### src/rtl/tt_ternary_weight_loader.sv
// Byte-serial ternary weight loader: stages packed 2-bit weights in a shadow
// buffer and commits the whole matrix to W_out in one edge once complete.
module tt_ternary_weight_loader #(
    parameter int InLen  = 16,
    parameter int OutLen = 8
) (
    input  logic                         clk,
    input  logic                         rst,
    input  logic                         load_start,
    input  logic [7:0]                   data_in,
    input  logic                         data_valid,
    output logic                         ready,
    output logic [2*InLen*OutLen-1:0]    W_out,
    output logic                         weights_valid,
    output logic                         load_done,
    output logic                         code_err
);

    localparam int NW = InLen * OutLen;
    localparam int NB = NW / 4;
    localparam int CW = (NB > 1) ? $clog2(NB) : 1;

    typedef enum logic {IDLE, LOAD} state_t;

    state_t           state_reg;
    logic [CW-1:0]    cnt_reg;
    logic [2*NW-1:0]  shadow_reg;
    logic [2*NW-1:0]  merged;
    logic [7:0]       byte_dec;
    logic [3:0]       bad;
    logic             accept;
    logic             last;

    // Invalid code 2'b10 is stored as zero weight and flagged.
    for (genvar gi = 0; gi < 4; gi++) begin : g_decode
        assign bad[gi]              = (data_in[2*gi+1 -: 2] == 2'b10);
        assign byte_dec[2*gi +: 2]  = bad[gi] ? 2'b00 : data_in[2*gi +: 2];
    end

    assign accept = (state_reg == LOAD) && data_valid && !load_start;
    assign last   = (cnt_reg == CW'(NB - 1));

    // Shadow has no reset: its contents are fully rewritten before any commit.
    for (genvar gi = 0; gi < NB; gi++) begin : g_shadow
        always_ff @(posedge clk) begin
            if (accept && cnt_reg == CW'(gi)) begin
                shadow_reg[8*gi +: 8] <= byte_dec;
            end
        end
        assign merged[8*gi +: 8] = (cnt_reg == CW'(gi)) ? byte_dec : shadow_reg[8*gi +: 8];
    end

    always_ff @(posedge clk or posedge rst) begin
        if (rst) begin
            state_reg     <= IDLE;
            cnt_reg       <= '0;
            W_out         <= '0;
            weights_valid <= 1'b0;
            load_done     <= 1'b0;
            code_err      <= 1'b0;
            ready         <= 1'b0;
        end else begin
            load_done <= 1'b0;
            case (state_reg)
                IDLE: begin
                    if (load_start) begin
                        state_reg <= LOAD;
                        ready     <= 1'b1;
                        cnt_reg   <= '0;
                        code_err  <= 1'b0;
                    end
                end
                LOAD: begin
                    // A restart discards the byte presented in the same cycle.
                    if (load_start) begin
                        cnt_reg  <= '0;
                        code_err <= 1'b0;
                    end else if (data_valid) begin
                        if (|bad) begin
                            code_err <= 1'b1;
                        end
                        if (last) begin
                            W_out         <= merged;
                            weights_valid <= 1'b1;
                            load_done     <= 1'b1;
                            state_reg     <= IDLE;
                            ready         <= 1'b0;
                            cnt_reg       <= '0;
                        end else begin
                            cnt_reg <= cnt_reg + 1'b1;
                        end
                    end
                end
                default: state_reg <= IDLE;
            endcase
        end
    end

endmodule
### config.mk
export PLATFORM = sky130hd
export DESIGN_NAME = tt_ternary_weight_loader
export DESIGN_NICKNAME = d
export VERILOG_FILES = /design/src/rtl/tt_ternary_weight_loader.sv
export SDC_FILE = /design/constraint.sdc
export NUM_CORES = 1
export LEC_CHECK = 0
export BUFFER_PORTS_ARGS = -buffer_cell sky130_fd_sc_hd__buf_4
export CAP_MARGIN = 30
export CORE_AREA = 2 2 187 373
export CTS_CLUSTER_SIZE = 14
export DETAILED_ROUTE_END_ITERATION = 6
export DIE_AREA = 0 0 189 375
export PLACE_DENSITY = 0.48
export RECOVER_POWER = 50
export SYNTH_ARGS = -nofsm -noshare
export SYNTH_HDL_FRONTEND = slang
export SYNTH_SLANG_ARGS = --single-unit
### constraint.sdc
create_clock -name clk -period 9.3 [get_ports clk]
set_input_delay 0.465 -clock clk [delete_from_list [all_inputs] [get_ports clk]]
set_output_delay 0.465 -clock clk [all_outputs]
set_load 0.05 [all_outputs]
==> results.md <==
Layout:
- The design area is between 20000 and 25000 um2.
- Relative to the synthesized area, the layout overhead comes to 16.3%.
- The layout net count is around 1900.
- The most common cell after layout, fill and taps aside is clkbuf_1.
- The flip-flop count of the largest register after layout is roughly 260.
- Of the cells placed in the final design, the portion with a size suffix greater than 1 is 0.0620.
- Leaving out fill and tap cells, the most frequent cells in the layout are clkbuf_1 (283), nand2_1 (272), dfrtp_1 (266).
- The utilization after layout is 0.346.
- The antenna diode instance count is 0.

Worst setup path:
- The source of the worst register-to-register timing path is cnt_reg[3]$_DFFE_PP0P_.
- For flop-to-flop paths, the worst setup slack is slightly below 6 ns.
- At the worst endpoint, the required time is roughly 10 ns.
- The worst register-to-register path ends at W_out[250]$_DFFE_PP0P_.
- The critical path start-end classification is in2reg.
- The type of element capturing the critical path is a flip-flop.
- Along the worst path, the maximum fanout reaches 65.
- For the worst flop-to-flop path, the logic depth is 8.
- The startpoint kind of the worst setup timing path is an input port.
- Data on the critical path arrives at its endpoint at between 5 and 6 ns.

Floorplan:
- The number of core rows is ~140.
- The initial core utilization is 0.297.
- The area of the die is roughly 70000 um2.
- The total I/O pin count is around 270.
- The height of the chip is approximately 380 um.
- From left edge to right edge, the die measures ~190 um.
- After floorplanning, the core was sized to cover 68200 um2.

Min path:
- The worst hold path terminates at cnt_reg[2]$_DFFE_PP0P_.
- In this run the most critical hold path is launched from load_start.
- The worst hold-check path type is in2reg.
- The worst hold path stage count is 2.

Routing:
- The number of nets still failing antenna checks after routing is 0.
- For this block, the initial DRC count from the detailed router was ~850.
- Summed over all layers, the routed wires come to about 56000 um.
- The number of search-and-repair iterations in the first detailed-routing pass is 5.
- After detailed routing, the number of remaining DRC violations is 0.
- In the routed layout, each cell is associated on average with a via count of 4.53.
- The via count is 12500.
- In the final routed layout, each cell accounts on average for a little over 20 um.

Synthesis:
- The cell area after synthesis is approximately 20000 um2.
- The post-synthesis async set-or-reset flop share is 0.518.
- The sequential share of the synthesized area is 0.695.
- The synthesized instance count is approximately 1600.
- The synthesized netlist contains 30 unique library cells.
- The top flip-flop cell by instance count after synthesis is dfrtp_1.
- Ranked by total cell area, the synthesized netlist is headed by edfxtp_1 (37%), dfrtp_1 (33%), mux2i_1 (8.7%).
- The proportion of netlist area held by the largest area contributor is 0.367.
- During synthesis, Yosys emitted a total of 0 warnings.
- A synthesized cell averages around 13 um2.
- The post-synth net total is ~1600.
- The synthesized design contains 248 enable-type register cells.
- The synthesized design spends more area on one cell type than any other, namely edfxtp_1.
- The synthesis-stage register bit count is approximately 510.

Clock tree:
- The TritonCTS sink count is ~500.
- Buffers added to address setup during post-CTS repair amount to 0.
- Counting along the longest clock path gives a buffer depth of 3.
- The total of cells resized after clock tree synthesis is 0.
- The hold buffer count at cts is 0.
- CTS placed an instance of clkbuf_16 at the clock tree root.
- After clock tree synthesis, the clock-pin slew on the worst setup and hold paths is roughly 0.07 ns.
- The number of buffers inserted during clock tree synthesis is 48.
- The clock latency of the later-clocked register in the worst-skew pair is roughly 0.58 ns.
- The maximum level of the CTS H-tree is 2.
- The CTS tree is built.

Timing:
- In the final timing run, aggregate negative setup slack is 0 ns.
- The actual transition at the worst max-transition pin is 4.25 ns.
- The clock arrives with between 0.02 and 0.03 ns of skew.
- The worst-case setup margin in the final layout is ~3.8 ns.
- The number of hold violations in the final report is 0.
- The share of the clock period used by the worst path after layout is 0.590.
- Setup repair after global routing left no endpoint under its margin.
- The final count of pins violating max slew is 494.
- The routed design could run at a clock period as short as between 5 and 6 ns.
- The number of setup violations in the final report is 0.
- The worst pin sits at a relative slew slack of -1.85.
- Timing would allow up to between 0.15 and 0.2 GHz.

Placement:
- The post-place instance area is 23000 um2.
- The number of input and output port buffers inserted is ~270.
- The placer congestion estimate is roughly 0.72.
- The worst setup timing slack at the placement stage is about 6 ns.
- Once detailed placement completed, the half-perimeter wirelength came to between 30000 and 40000 um.

Status:
- The checks that failed: capacitance limit, slew limit.
- The run finished, with violations left.

Pwr:
- Power spread over the standard cell area amounts to around 190 nW/um2.
- The reported leakage power is approximately 9.5 nW.
- The worst-case vdd ir drop is ~0.16 mV.

Global route:
- The initial antenna violation count was 0.
- The via count of the first global-routing pass is approximately 12000.
- In the global route stage, overall resource usage came out at 0.157.
- The residual overflow from global routing is 0.
- Entering global routing, the biggest net connects ~220 pins.
- The global-route wire length before repair is around 84000 um.

Run:
- The count of max-cap constraint violations is 12.
-- how the worst max path moves through the flow --
stage / start / end / slack, ns / depth (start not counted)
2_1_floorplan: rst / W_out[0]$_DFFE_PP0P_ / 1.51 / 1
3_3_place_gp: cnt_reg[3]$_DFFE_PP0P_ / W_out[248]$_DFFE_PP0P_ / 5.95 / 8
3_5_place_dp: cnt_reg[3]$_DFFE_PP0P_ / W_out[250]$_DFFE_PP0P_ / 5.94 / 8
4_1_cts: cnt_reg[3]$_DFFE_PP0P_ / W_out[250]$_DFFE_PP0P_ / 5.91 / 8
5_1_grt: data_in[6] / W_out[95]$_DFFE_PP0P_ / 3.18 / 7
6_report: data_in[6] / W_out[71]$_DFFE_PP0P_ / 3.81 / 7
-- power by group --
part / internal [mW] / total (mW) / switching (mW) / leakage, nW
clock: 1.07 / 1.94 / 0.869 / 0.748
sequential: 2.39 / 2.40 / 0.00525 / 5.96
combinational: 0.0244 / 0.141 / 0.117 / 2.79
total: 3.49 / 4.48 / 0.991 / 9.50
-- cell usage after synthesis (8+ instances only) --
cell type and n:
edfxtp_1 248, a21oi_1 78, inv_1 17, buf_1 8, nand4b_2 9, o21ai_0 196
nand2b_1 10, buf_2 63, clkbuf_1 53, o21ai_1 58, ha_1 9, nor3_1 11
dfrtp_1 266, mux2i_1 176, nand2_1 272, nor2_1 101
-- worst max-delay path, stage by stage --
cell and delay, ns:
clkbuf_1 2.69, nand2_1 0.13, clkbuf_1 0.82, inv_1 1.08
buf_4 0.47, mux2i_1 0.13, o21ai_0 0.14
-- area by class of cell --
cell class | count | area [um2]
inverters | 17 | 65.1
clock inverters | 23 | 176
flip-flops and latches | 514 | 14100
fillers | 6945 | 44600
multi-input cells | 953 | 5510
well taps | 897 | 1120
repair buffers | 299 | 1280
clock buffers | 65 | 1350
-- logic make-up after synthesis --
logic type                 synth area share
adders and majority gates           0.00555
and+or+nand+nor                      0.0952
muxes                                0.0868
buffers and inverters                0.0342
DFF                                   0.695
AOI/OAI and AO/OA                    0.0835
-- routing by layer --
metal,track usage,part of all wire
met5,0,0
met4,0.0346,0.017
met3,0.0266,0.052
met1,0.235,0.50
met2,0.238,0.44
-- metrics by stage --
stage / std cells / power, mW / hold WS, ns
after floorplan: 1617 / 2.53 / 0.486
after global placement: 2669 / 2.59 / 0.451
after detailed placement: 2677 / 2.59 / 0.456
after CTS: 2765 / 4.56 / 0.000783
after global routing: 2768 / 4.64 / 0.0965
final: 2768 / 4.48 / 0.109
Note: power is estimated with default switching activity, not from simulation.
